$ cat config.mk
export PLATFORM = sky130hd
export DESIGN_NAME = rv32_inst_encoder
export DESIGN_NICKNAME = d
export VERILOG_FILES = /design/src/rtl/rv32_inst_encoder.sv
export SDC_FILE = /design/constraint.sdc
export NUM_CORES = 1
export LEC_CHECK = 0
export CORE_MARGIN = 3
export CORE_UTILIZATION = 35
export DETAILED_ROUTE_END_ITERATION = 10
export PLACE_DENSITY = 0.76
export RECOVER_POWER = 100
export REMOVE_ABC_BUFFERS = 1
export SYNTH_ARGS = -nofsm -noshare
export SYNTH_HDL_FRONTEND = slang
export SYNTH_SLANG_ARGS = --single-unit
$ cat constraint.sdc
create_clock -name cpu_clk -period 2.2 [get_ports cpu_clk]
set_clock_uncertainty 0.05 [all_clocks]
set_input_delay 0.33 -clock cpu_clk [delete_from_list [all_inputs] [get_ports cpu_clk]]
set_output_delay 0.33 -clock cpu_clk [all_outputs]
set_load 0.05 [all_outputs]
$ cat src/rtl/rv32_inst_encoder.sv
// RV32I descriptor -> machine-word encoder streaming words to sequential instruction-memory addresses.
// Optional NOP fill of the remaining image is enabled by defining INST_ENC_NOP_PAD_EN (adds the pad input).
module rv32_inst_encoder #(
  parameter int ADDR_W = 10
) (
  input  logic              cpu_clk,
  input  logic              cpu_rst_n,
  input  logic              start,
  input  logic              in_valid,
  output logic              in_ready,
  input  logic [4:0]        in_op,
  input  logic [4:0]        in_rd,
  input  logic [4:0]        in_rs1,
  input  logic [4:0]        in_rs2,
  input  logic [31:0]       in_imm,
`ifdef INST_ENC_NOP_PAD_EN
  input  logic              pad,
`endif
  output logic              wr_valid,
  input  logic              wr_ready,
  output logic [ADDR_W-1:0] wr_addr,
  output logic [31:0]       wr_data,
  output logic              busy,
  output logic              full,
  output logic              err,
  output logic [1:0]        err_code
);

  // state  | meaning
  // S_IDLE | out of reset, waiting for start
  // S_RUN  | accepting descriptors, one output word in flight at most
  // S_FULL | every address of the image written
  // S_PAD  | writing NOPs to the remaining addresses (pad build only)
`ifdef INST_ENC_NOP_PAD_EN
  typedef enum logic [1:0] {S_IDLE, S_RUN, S_FULL, S_PAD} state_t;
`else
  typedef enum logic [1:0] {S_IDLE, S_RUN, S_FULL} state_t;
`endif

  localparam logic [31:0]       NOP      = 32'h0000_0013;
  localparam logic [ADDR_W-1:0] ADDR_ONE = ADDR_W'(1);

  state_t             state, state_nxt;
  logic               wr_hs, last_hs, accept;
  logic               bad_op, bad_imm;
  logic [31:0]        enc;
  logic [2:0]         f3;
  logic [6:0]         f7;
  logic signed [31:0] simm;
  logic [1:0]         err_set;
  logic               load;
  logic [31:0]        load_data;

  assign simm    = in_imm;
  assign wr_hs   = wr_valid & wr_ready;
  assign last_hs = wr_hs & (wr_addr == '1);
  assign accept  = in_valid & in_ready;

  always_ff @(posedge cpu_clk) begin
    if (!cpu_rst_n) state <= S_IDLE;
    else            state <= state_nxt;
  end

  always_comb begin
    state_nxt = state;
    in_ready  = 1'b0;
    busy      = (state != S_IDLE);
    case (state)
      S_IDLE: if (start) state_nxt = S_RUN;
      S_RUN: begin
        in_ready = !wr_valid || wr_ready;
        if (start)        state_nxt = S_RUN;
        else if (last_hs) state_nxt = S_FULL;
`ifdef INST_ENC_NOP_PAD_EN
        else if (pad)     state_nxt = S_PAD;
`endif
      end
      S_FULL: if (start) state_nxt = S_RUN;
`ifdef INST_ENC_NOP_PAD_EN
      S_PAD: begin
        if (start)        state_nxt = S_RUN;
        else if (last_hs) state_nxt = S_FULL;
      end
`endif
      default: state_nxt = S_IDLE;
    endcase
  end

  always_comb begin
    enc     = 32'h0;
    bad_op  = 1'b0;
    bad_imm = 1'b0;
    f3      = 3'b000;
    f7      = 7'b0000000;
    case (in_op)
      5'd0, 5'd1, 5'd2, 5'd3, 5'd4, 5'd5, 5'd6, 5'd7: begin
        case (in_op[2:0])
          3'd2:       f3 = 3'b111;
          3'd3:       f3 = 3'b110;
          3'd4:       f3 = 3'b100;
          3'd5:       f3 = 3'b001;
          3'd6, 3'd7: f3 = 3'b101;
          default:    f3 = 3'b000;
        endcase
        if (in_op == 5'd1 || in_op == 5'd7) f7 = 7'b0100000;
        enc = {f7, in_rs2, in_rs1, f3, in_rd, 7'b0110011};
      end
      5'd8, 5'd9, 5'd10, 5'd11, 5'd15, 5'd16: begin
        case (in_op)
          5'd9:    f3 = 3'b111;
          5'd10:   f3 = 3'b110;
          5'd11:   f3 = 3'b100;
          5'd15:   f3 = 3'b010;
          default: f3 = 3'b000;
        endcase
        bad_imm = (simm < -32'sd2048) || (simm > 32'sd2047);
        enc = {in_imm[11:0], in_rs1, f3, in_rd,
               (in_op == 5'd15) ? 7'b0000011 : (in_op == 5'd16) ? 7'b1100111 : 7'b0010011};
      end
      5'd12, 5'd13, 5'd14: begin
        f3 = (in_op == 5'd12) ? 3'b001 : 3'b101;
        if (in_op == 5'd14) f7 = 7'b0100000;
        bad_imm = (simm < 32'sd0) || (simm > 32'sd31);
        enc = {f7, in_imm[4:0], in_rs1, f3, in_rd, 7'b0010011};
      end
      5'd17: begin
        bad_imm = (simm < -32'sd2048) || (simm > 32'sd2047);
        enc = {in_imm[11:5], in_rs2, in_rs1, 3'b010, in_imm[4:0], 7'b0100011};
      end
      5'd18: begin
        bad_imm = (in_imm[11:0] != 12'h000);
        enc = {in_imm[31:12], in_rd, 7'b0110111};
      end
      5'd19, 5'd20, 5'd21, 5'd22: begin
        case (in_op)
          5'd20:   f3 = 3'b001;
          5'd21:   f3 = 3'b100;
          5'd22:   f3 = 3'b101;
          default: f3 = 3'b000;
        endcase
        bad_imm = (simm < -32'sd4096) || (simm > 32'sd4094) || in_imm[0];
        enc = {in_imm[12], in_imm[10:5], in_rs2, in_rs1, f3, in_imm[4:1], in_imm[11], 7'b1100011};
      end
      5'd23: begin
        bad_imm = (simm < -32'sd1048576) || (simm > 32'sd1048574) || in_imm[0];
        enc = {in_imm[20], in_imm[10:1], in_imm[11], in_imm[19:12], in_rd, 7'b1101111};
      end
      default: bad_op = 1'b1;
    endcase
  end

  // A descriptor accepted while the final word leaves has nowhere to go: treated as a write while full.
  always_comb begin
    err_set   = 2'd0;
    load      = 1'b0;
    load_data = enc;
    if (state == S_RUN && accept) begin
      if (last_hs)      err_set = 2'd3;
      else if (bad_op)  err_set = 2'd1;
      else if (bad_imm) err_set = 2'd2;
      else              load    = 1'b1;
    end else if (state == S_FULL && in_valid) begin
      err_set = 2'd3;
    end
`ifdef INST_ENC_NOP_PAD_EN
    if (state == S_PAD && (!wr_valid || wr_ready) && !last_hs) begin
      load      = 1'b1;
      load_data = NOP;
    end
`endif
  end

  always_ff @(posedge cpu_clk) begin
    if (!cpu_rst_n) begin
      wr_valid <= 1'b0;
      wr_addr  <= '0;
      wr_data  <= 32'h0;
      full     <= 1'b0;
      err      <= 1'b0;
      err_code <= 2'd0;
    end else if (start) begin
      wr_valid <= 1'b0;
      wr_addr  <= '0;
      full     <= 1'b0;
      err      <= 1'b0;
      err_code <= 2'd0;
    end else begin
      if (wr_hs) begin
        wr_addr  <= wr_addr + ADDR_ONE;
        wr_valid <= 1'b0;
      end
      if (last_hs) full <= 1'b1;
      if (load) begin
        wr_valid <= 1'b1;
        wr_data  <= load_data;
      end
      if (err_set != 2'd0) begin
        err <= 1'b1;
        if (err_code == 2'd0) err_code <= err_set;
      end
    end
  end

endmodule

==> results.md <==
* YS warnings at 0
* Via count at 3704
* Post-route DRC violation count at 0
* EDFF count, synth at 0
* GRT Util Overall at 24.0%
* P_sw at 0.643 mW
* Synth Flop Type: dfxtp_1
* Crit Path Max Fanout at 7
* Setup TNS Final at -0.0529 ns
* Starting Density at ~37%
* Synth area leader: dfxtp_1
* Setup violations, final at 3
* GPL Wtd Cong at around 0.94
* WL final at roughly 11000 µm
* Arr. time, crit path at ~2.4 ns
* Fin nets at 624
* CTS root buf: clkbuf_8
* Power per cell area at 400 nW/µm²
* Most area-consuming cells after synthesis: dfxtp_1 35%, nor2_1 7.4%, a211oi_1 6.3%, a21oi_1 5.3%, nand2_1 4.1%
* Die area at 8960 µm²
* Worst path slowest cell: o32a_1
* CTS tree: done
* Die Wd at around 95 µm
* Hold_ws at about 0.40 ns
* Crit end category: register
* Congestion Overflow GR at 0
* Clk sinks at 48
* Clock share of power at around a quarter
* Max-cap violations at 0
* Layout cell share with drive strength beyond 1 at 33.2%
* Yosys cell types at 50
* Antenna violations before repair at 0
* Post-synth ARST share at 0%
* Inserted Diodes at 0
* Fmax at 0.449 GHz
* Drt wl/cell at between 15 and 20 µm
* Hold_sp: wr_data[6]$_SDFFE_PN0P_
* Area Growth Syn to Fin at 85.2%
* Final WS setup at -0.0253 ns
* Failing checks: negative setup slack
* Global-route wire length before repair at 17100 µm
* # placed instances at 638
* Non-filler cells, final at 665
* Maximum clock insertion buffer count at 2
* Hold Vio Cnt, Final at 0
* Max H-tree Level at 2
* Sequential share of power at 44.0%
* Critical-path cell list: clkbuf_2, nor4_4, buf_4, and3_4, nand3_2, o32a_1, nor4_4, buf_6, buf_6, nor2_2, a211oi_1
* Fin crit share at 101%
* Critical Path Start: in_imm[22]
* HP Class: register to register
* Syn_area_per_cell at 7.58 µm²
* Total power at 2.04 mW
* Largest net degree at the start of global routing at 27
* Status: finished, violations left
* Worst Path Required at 2.37 ns
* PortBufs at 105
* Worst rel slew slack at 60.2%
* Peak supply drop at 0.000279 V
* Register area share after synthesis at 34.9%
* CTS Buf Count at 5
* Post-Synthesis Cells at 363
* DRT Pass-1 Iters at 5
* Cell Rows at 31
* CTS clk-pin slew, worst paths at 0.10 ns
* Tmin final at ~2.2 ns
* Ports at 106
* Slew Viols, Final at 0
* Clk_lat worst skew at 0.30 ns
* Least-Margin Pin Slew at 0.599 ns
* Yosys reg bits at 48
* CP delay by family, top: simple AND/OR/NAND/NOR gates
* Post-synth top area share at 34.9%
* Vias per cell at 5.57
* Reg-to-reg startpoint: wr_addr[1]$_SDFFE_PP0P_
* Fin util at about two thirds
* Switching Share at roughly a third
* Iter 0 DRT Violations at 230
* Die Y at 94.6 µm
* Leak at approximately 2.2 nW
* Core area at around 7400 µm²
* Power Internal at 1.39 mW
* Vias in the first global route at 3626
* Logic gate share of total power at 30.4%
* Delay of the slowest cell on the worst path at 0.34 ns
* Crit start category: input pin
* Final HPWL from detailed placement at 8170 µm
* Mapped cell area at around 2800 µm²
* Buf/Inv on CP at 4
* Setup CP Type: input pin to register
* RSZ-0062 raised after global routing: yes
* Antenna-violating nets left at 0
-- worst paths after layout --
| check | end | cells past startpoint | slack [ns] |
|---|---|---|---|
| setup reg to reg | wr_data[25]$_SDFFE_PN0P_ | 10 | 0.03 |
| setup / recovery | wr_data[25]$_SDFFE_PN0P_ | 11 | -0.03 |
| hold / removal | wr_data[6]$_SDFFE_PN0P_ | 2 | 0.40 |
| hold reg to reg | wr_data[6]$_SDFFE_PN0P_ | 2 | 0.40 |
-- power groups by stage --
stage          Clock, mW  Sequential (mW)  Combinational (mW)
2_1_floorplan          0            0.973               0.167
3_3_place_gp           0            0.915               0.562
3_5_place_dp           0            0.916               0.572
4_1_cts            0.531            0.896               0.593
5_1_grt            0.572            0.899               0.655
6_report           0.520            0.896               0.619
-- worst min-delay path, stage by stage, from the launching register on --
cell and delay, ns:
dfxtp_1 0.32, nand2_1 0.05, o21ai_1 0.05
-- sequential cells by signal, summed over array words and instances (netlist names) --
register and cells:
wr_addr 10, state 2, wr_valid 1, wr_data 31
err 1, full 1, err_code 2
-- area by class of cell --
cell class,count,area [µm²]
Clock inverter,2,12.5
Fill cell,583,2350
Multi-Input combinational cell,285,1920
Tap cell,99,124
Sequential cell,48,962
Timing Repair Buffer,220,1990
Inverter,6,22.5
Clock buffer,5,68.8
-- cell usage in the layout, fill, tap and decap left out, types with 7 or more instances in the layout --
cell type,netlist,layout
a211oi_1,23,13
a211oi_2,0,10
a21oi_1,29,28
a22oi_1,11,10
buf_4,1,96
buf_6,0,14
clkbuf_2,0,11
clkdlybuf4s50_1,0,19
dfxtp_1,48,47
dlygate4sd2_1,0,7
dlygate4sd3_1,0,47
dlymetal6s2s_1,0,13
nand2_1,30,30
nand3_1,13,12
nand4_1,15,15
nor2_1,54,42
nor2_2,0,9
nor3_1,9,7
o21ai_0,13,8
xor2_1,7,7
-- synthesized netlist by cell type (2+ instances only) --
cell       number
a211oi_1       23
a21bo_2         2
a21oi_1        29
a22o_1          6
a22oi_1        11
a31oi_1         2
a32o_1          3
a32oi_1         5
and3_1          4
and4_1          3
buf_1           3
buf_2           4
clkbuf_1       16
dfxtp_1        48
inv_1           5
nand2_1        30
nand2b_1        6
nand3_1        13
nand3b_1        2
nand4_1        15
nor2_1         54
nor2b_1         7
nor3_1          9
nor4_1          7
o2111ai_1       2
o21ai_0        13
o21ai_1         2
o22ai_1         4
or2_2           3
or3_1           5
or4_1           2
xor2_1          7
-- per-stage QoR --
stage / worst slack (ns) / instance area, µm²
3_3_place_gp: -0.667 / 4570
2_1_floorplan: -1.50 / 2650
5_1_grt: -0.135 / 5090
4_1_cts: -0.0784 / 4910
6_report: -0.0253 / 5090
3_5_place_dp: -0.744 / 4570
-- cells by family (layout without fill, tap and decap cells) --
logic type      Yosys count  after routing  synth area share [%]
simple gates            164            164                  29.8
buf+inv                  30            233                  4.41
flops                    48             48                  34.9
fa+ha+maj                 2              2                 0.819
xor+xnor                  8              8                  2.55
compound gates          111            111                  27.5
-- what timing repair did --
| action | CTS | global route |
|---|---|---|
| cloned | 4 | 1 |
| pin swaps | 38 | 20 |
| gates resized for setup | 75 | 82 |
| buffers inserted | 5 | 13 |
| endpoints found under the setup margin | 34 | 34 |
| hold buffers | 0 | 0 |
-- per-layer routing --
metal,share of wire [%],global-route usage (%),up-vias
met1,41,30.7,1719
met2,48,40.0,194
li1,-,-,1759
met5,0,0,-
met4,2.7,9.01,0
met3,8.7,4.62,32
(Power assumes the default switching activity.)
==> RTL edit 1, RTL diff (same flow settings) <==
The option `INST_ENC_NOP_PAD_EN` is turned on by a define.
--- a/src/rtl/rv32_inst_encoder.sv
+++ b/src/rtl/rv32_inst_encoder.sv
@@ -1,4 +1,6 @@
 // RV32I descriptor -> machine-word encoder streaming words to sequential instruction-memory addresses.
 // Optional NOP fill of the remaining image is enabled by defining INST_ENC_NOP_PAD_EN (adds the pad input).
+`define INST_ENC_NOP_PAD_EN
+
 module rv32_inst_encoder #(
   parameter int ADDR_W = 10
Interface: changed (added pad); port bits go from 106 to 107. The function was not compared with the original's and may differ.
==> RTL edit 1 against the unedited design <==
  * The flow still finishes with violations (negative setup slack)
  * Critical path depth did not move
  * Synthesized area rose by 26%
  * Sequential cell count did not move
  * Total power rose by 19%
  * Die area rose by 24%
  * Wire length rose by 43%
  * Count of clock-buffer cells in the layout rose by 1
  * Cell area rose by 24%
  * First-iteration DRC count rose by 110%
  * Worst hold slack got worse by 100 ps
  * Worst setup slack got worse by 57 ps
  * Critical path type is now register to register
  * Critical endpoint is now wr_data[6]
==> RTL edit 1: results (changes against the unedited design) <==
Outcome
The run finished, with violations left. The final reports fail on negative setup slack.

Logic synthesis
The count of different cell masters after synthesis came to 63 (+26%). The area share of the largest cell type after synthesis is 27.8% (-7.1 points). The commonest cells after synthesis are sky130_fd_sc_hd__dfxtp_1 (48), sky130_fd_sc_hd__nand2_1 (42), sky130_fd_sc_hd__nand3_1 (36), sky130_fd_sc_hd__and3_1 (25), sky130_fd_sc_hd__clkbuf_1 (24). The portion of the post-synthesis area used by sequential elements was 27.8% (-7.1 points). Ranked by total cell area, the synthesized netlist is headed by sky130_fd_sc_hd__dfxtp_1 (28%), sky130_fd_sc_hd__a32oi_1 (5.6%), sky130_fd_sc_hd__nand3_1 (5.2%), sky130_fd_sc_hd__nand2_1 (4.6%), sky130_fd_sc_hd__and3_1 (4.5%).

STA
The worst setup margin was -81.9 ps (-56.6 ps). The transition at the pin with the smallest max-transition slack is 929 ps (+330 ps). The final count of negative-setup-slack endpoints is 7 (+4).

Detailed routing
The number of vias after detailed routing is 4,933 (+33%). The starting DRC count in detailed routing is 475 (+110%). The met2 wire length was 7860 um (+47%). The routed wire length per instance is 20.1 um (+19%). The post-detailed-route via-to-cell ratio was 6.17 (+11%).

Cells and area
The number of fill cells is 700 (+20%). The share of final-layout standard cells stronger than drive strength 1 is 37.0% (+3.7 points).

Worst setup path
The critical-path maximum fanout was 8 (+1). The arrival time at the worst endpoint is 2460 ps (+60 ps). The depth of the worst register-to-register path is 11 (+1).

Place
The final estimated routing congestion in global placement was 0.909 (-3.7%). The cell count after placement is 751 (+18%). The pre-CTS setup slack is -714 ps (+30.4 ps). The total cell area at the placement stage is 0.00537 mm2 (+17%). The port buffer count is 106 (+0.95%).

Pwr
The leakage power figure is 2.62 nW (+17%). The worst vdd rail ir drop came to 262 uV (-6.1%).

Hold path
The instance count along the most critical hold path is 3 (+1). The class of the tightest hold or removal check is input port to register.

Clock tree
The later-pin clock latency in the skew report is 320 ps (+20 ps).

Global routing
The number of global-route vias before repair is 4,697 (+30%). The wire length of the first global-routing pass is 23,900 um (+40%).
[RTL edit 1: cell count changes after synthesis, sizes merged, moves of 8 or more]
cell / before / now
a32oi: 5 / 22
clkbuf: 16 / 24
and3: 4 / 25
a21oi: 29 / 19
a211oi: 23 / 0
nor2: 54 / 22
buf: 8 / 18
nand2: 30 / 42
nand3: 13 / 36
or4: 2 / 18
[RTL edit 1: area by class of cell]
class	count	area [um2]	share of cell area [%]
Tap cell	129	161	2.56
Timing Repair Buffer	254	2350	37.3
Inverter	10	37.5	0.596
Sequential cell	48	963	15.3
Multi-Input combinational cell	351	2700	42.8
Clock buffer	6	82.6	1.31
Clock inverter	2	13.8	0.218
[RTL edit 1: worst paths after layout]
path                    from         end  slack [ps]
setup / recovery  wr_addr[0]  wr_data[6]         -80
hold / removal     cpu_rst_n  wr_data[8]         300
setup reg to reg  wr_addr[0]  wr_data[6]         -80
hold reg to reg         full        full         430
[RTL edit 1: metal layers]
layer  track usage, %  vias to the layer above
met3             4.41                       60
met5                0                        -
met1             33.1                     2370
met4             9.09                        0
met2             44.0                      290
li1                 -                     2213
[RTL edit 1: timing repair]
action / CTS / global route
cloned: 3 / 4
pin swaps: 35 / 22
gates resized for setup: 124 / 78
setup buffers: 25 / 13
endpoints found under the setup margin: 34 / 33
[RTL edit 1: cells by family after synthesis]
group | after synthesis | share of synthesized area, %
AO/OA/AOI/OAI | 135 | 29.2
XOR/XNOR | 7 | 1.78
adder cells (fa/ha/maj) | 3 | 0.942
buffers and inverters | 52 | 6.92
flip-flops | 48 | 27.8
AND/OR/NAND/NOR | 206 | 33.3
[RTL edit 1: worst max-delay path, stage by stage, from the launching register on]
cell,delay [ps]
sky130_fd_sc_hd__dfxtp_2,370
sky130_fd_sc_hd__ha_4,140
sky130_fd_sc_hd__nand4_1,150
sky130_fd_sc_hd__or4_4,460
sky130_fd_sc_hd__and3_4,180
sky130_fd_sc_hd__nand4_4,100
sky130_fd_sc_hd__buf_12,130
sky130_fd_sc_hd__buf_12,120
sky130_fd_sc_hd__buf_8,110
sky130_fd_sc_hd__buf_6,110
sky130_fd_sc_hd__o31ai_4,60
sky130_fd_sc_hd__a41o_1,210
[RTL edit 1: report_power, final]
part	internal (mW)	switching (mW)
Clock	0.259	0.360
Combinational	0.421	0.466
Sequential	0.894	0.0254
==> RTL edit 2, RTL diff (same settings) <==
Made on the original files. Re-encode `state_t` (3 states) as one-hot, 3 bits wide.
--- a/src/rtl/rv32_inst_encoder.sv
+++ b/src/rtl/rv32_inst_encoder.sv
@@ -35,5 +35,5 @@
   typedef enum logic [1:0] {S_IDLE, S_RUN, S_FULL, S_PAD} state_t;
 `else
-  typedef enum logic [1:0] {S_IDLE, S_RUN, S_FULL} state_t;
+  typedef enum logic [2:0] {S_IDLE = 3'b001, S_RUN = 3'b010, S_FULL = 3'b100} state_t;
 `endif
 
Check against the original RTL: same outputs for any inputs over 10 cycles, from zero or initial values and one cycle with cpu_rst_n low; not proved beyond that.
==> RTL edit 2 against the unedited design <==
  * Core utilization decreased by 9.0 points
  * Total power down 1.6%
  * Combinational power shrank 16%
  * Synthesized cell count grew 6.6%
  * Global-route usage decreased by 2.9 points
  * Worst setup slack gained 86 ps
  * Sequential cell count up 1
  * Synthesized area up 9.0%
  * Wire length decreased by 5.9%
  * Cell area decreased by 3.8%
  * First-iteration DRC count shrank 2.6%
  * Largest cell class is now multi-input combinational cells
  * Largest power group unchanged
  * Highest routed layer unchanged
==> RTL edit 2: results (changes against the unedited design) <==
Detailed routing
The met2 wire length is 4990 um (-7.0%). The total met3 wirelength after detailed routing is 692 um (-29%). The post-detailed-route via-to-cell ratio came to 5.45 (-2.2%). The routed wire length per instance is 16.1 um (-4.8%). The starting DRC count in detailed routing is 224 (-2.6%). The number of vias after detailed routing is 3,580 (-3.3%). The first-pass iteration count of the detailed router was 5 (unchanged).

Worst setup path
The minimum setup slack among reg-to-reg paths is 240 ps (+210 ps). The most critical setup path has its startpoint at in_imm[31]. In this run the worst setup path terminates at wr_data[23]. The depth of the worst register-to-register path was 9 (-1). The critical-path maximum fanout is 6 (-1). The startpoint of the most critical register-to-register path is wr_addr[0]. The arrival time at the worst endpoint is 2310 ps (-90 ps).

Cells and area
The largest registers in the layout are wr_data: 31 flops, wr_addr: 10 flops, state: 3 flops. The utilization of the core after routing is 59.3% (-9.0 points). The count of nets after finishing is 608 (-2.6%). The share of final-layout standard cells stronger than drive strength 1 is 19.2% (-14 points).

Place
The total cell area at the placement stage is 0.00462 mm2 (+0.90%). The cell count after placement was 640 (+0.31%). The pre-CTS setup slack is -529 ps (+215 ps). The estimated wirelength of the detail-placed design is 8000 um (-2.0%).

The final estimated routing congestion in global placement came to 0.963 (+2.0%).

Clock tree
The later-pin clock latency in the skew report is 320 ps (+20 ps). The buffer depth of the longest clock path is 2 (unchanged). The number of buffers added by the clock tree synthesis step is 5 (unchanged).

STA
The post-route clock period utilization came to 97.2% (-3.9 points). The worst slew margin relative to its limit is 39.9% (-20 points).

Logic synthesis
The post-synthesis async set-or-reset flop share is 0% (unchanged). Ranked by total cell area, the synthesized netlist is headed by sky130_fd_sc_hd__dfxtp_1 (33%), sky130_fd_sc_hd__nand2_1 (8.3%), sky130_fd_sc_hd__mux2i_1 (8.0%), sky130_fd_sc_hd__a21oi_1 (4.5%), sky130_fd_sc_hd__a22o_1 (3.5%). The number of standard cells after synthesis is 387 (+6.6%).

The portion of the post-synthesis area used by sequential elements is 32.7% (-2.2 points). The count of different cell masters after synthesis is 54 (+8.0%). The count of yosys warnings during synthesis is 0 (unchanged). In the synthesized netlist, the cells that appear most often are sky130_fd_sc_hd__nand2_1 (66), sky130_fd_sc_hd__dfxtp_1 (49), sky130_fd_sc_hd__a21oi_1 (27), sky130_fd_sc_hd__nor2_1 (27), sky130_fd_sc_hd__mux2i_1 (24).

Global routing
The number of global-route vias before repair is 3,526 (-2.8%). The largest net degree at the start of global routing was 50 (+85%). The initial antenna violation count is 0 (unchanged). The global routing met2 resource utilization is 34.7% (-5.3 points). The wire length of the first global-routing pass was 16,800 um (-1.5%). The global routing usage on met3 is 3.40% (-1.2 points). The met1 track demand over resource in global routing was 27.7% (-3.0 points). The total track usage is 21.1% (-2.9 points).

Pwr
The leakage power figure is 2.20 nW (-1.9%). The internal power contribution is 1.39 mW (-0.34%). The worst vdd rail ir drop was 289 uV (+3.6%).

Outcome
The run finished with clean final reports.
==> RTL edit 2: changes by cell type after synthesis, moves of 6 or more <==
cell and delta:
sky130_fd_sc_hd__a211oi_1 -21, sky130_fd_sc_hd__a22o_1 +6, sky130_fd_sc_hd__a22oi_1 -6, sky130_fd_sc_hd__mux2i_1 +24
sky130_fd_sc_hd__nand2_1 +36, sky130_fd_sc_hd__nand3_1 +6, sky130_fd_sc_hd__nor2_1 -27, sky130_fd_sc_hd__nor3b_1 +6
==> RTL edit 2: what timing repair did <==
action | in CTS | in global routing
buffers inserted | 6 | 0
gates resized for setup | 40 | 18
pin swaps | 11 | 10
hold buffers | 0 | 0
gates cloned | 3 | 0
setup endpoints to repair | 34 | 33
==> RTL edit 2: cell families (layout without fill, tap and decap cells) <==
group,after synthesis,count (layout),share of synthesized area (%)
mux,24,24,8.02
compound gates,96,96,21.8
buf+inv,34,198,5.18
fa+ha+maj,3,3,1.09
flops,49,49,32.7
simple gates,171,171,28.2
xor+xnor,10,10,2.92
other cells,0,1,0
==> RTL edit 2: worst min-delay path by stage <==
stage                startpoint  slack, ps          end  cells past startpoint
finish               wr_data[8]        410   wr_data[8]                      2
global route         wr_data[8]        430   wr_data[8]                      2
CTS                  wr_data[8]        420   wr_data[8]                      2
global placement    wr_data[17]        390  wr_data[17]                      2
floorplan             cpu_rst_n        360     state[0]                      1
detailed placement   wr_data[8]        400   wr_data[8]                      2
==> RTL edit 2: critical path, stage by stage <==
cell	delay (ps)
sky130_fd_sc_hd__dlygate4sd2_1	270
sky130_fd_sc_hd__buf_4	160
sky130_fd_sc_hd__nor4_1	260
sky130_fd_sc_hd__nand3_1	160
sky130_fd_sc_hd__a21oi_2	190
sky130_fd_sc_hd__nor2_2	60
sky130_fd_sc_hd__nor4_4	270
sky130_fd_sc_hd__buf_6	170
sky130_fd_sc_hd__buf_2	190
sky130_fd_sc_hd__nand3_1	90
sky130_fd_sc_hd__nor3b_2	160
==> RTL edit 2: cell type report <==
type,count,area [um2]
tap,105,131
fill,750,3360
sequential,49,981
clock inverter,3,28.8
timing repair buffer,181,1660
inverter,9,33.8
clock buffer,5,68.8
antenna,1,2.50
multi-input combinational,304,1990
==> RTL edit 2: power by group through the flow <==
| stage | Clock, mW | Combinational, mW | Sequential [mW] |
|---|---|---|---|
| floorplan | 0 | 0.169 | 0.919 |
| global placement | 0 | 0.484 | 0.914 |
| CTS | 0.602 | 0.512 | 0.894 |
| global route | 0.634 | 0.559 | 0.895 |
| detailed placement | 0 | 0.488 | 0.914 |
| finish | 0.591 | 0.519 | 0.894 |
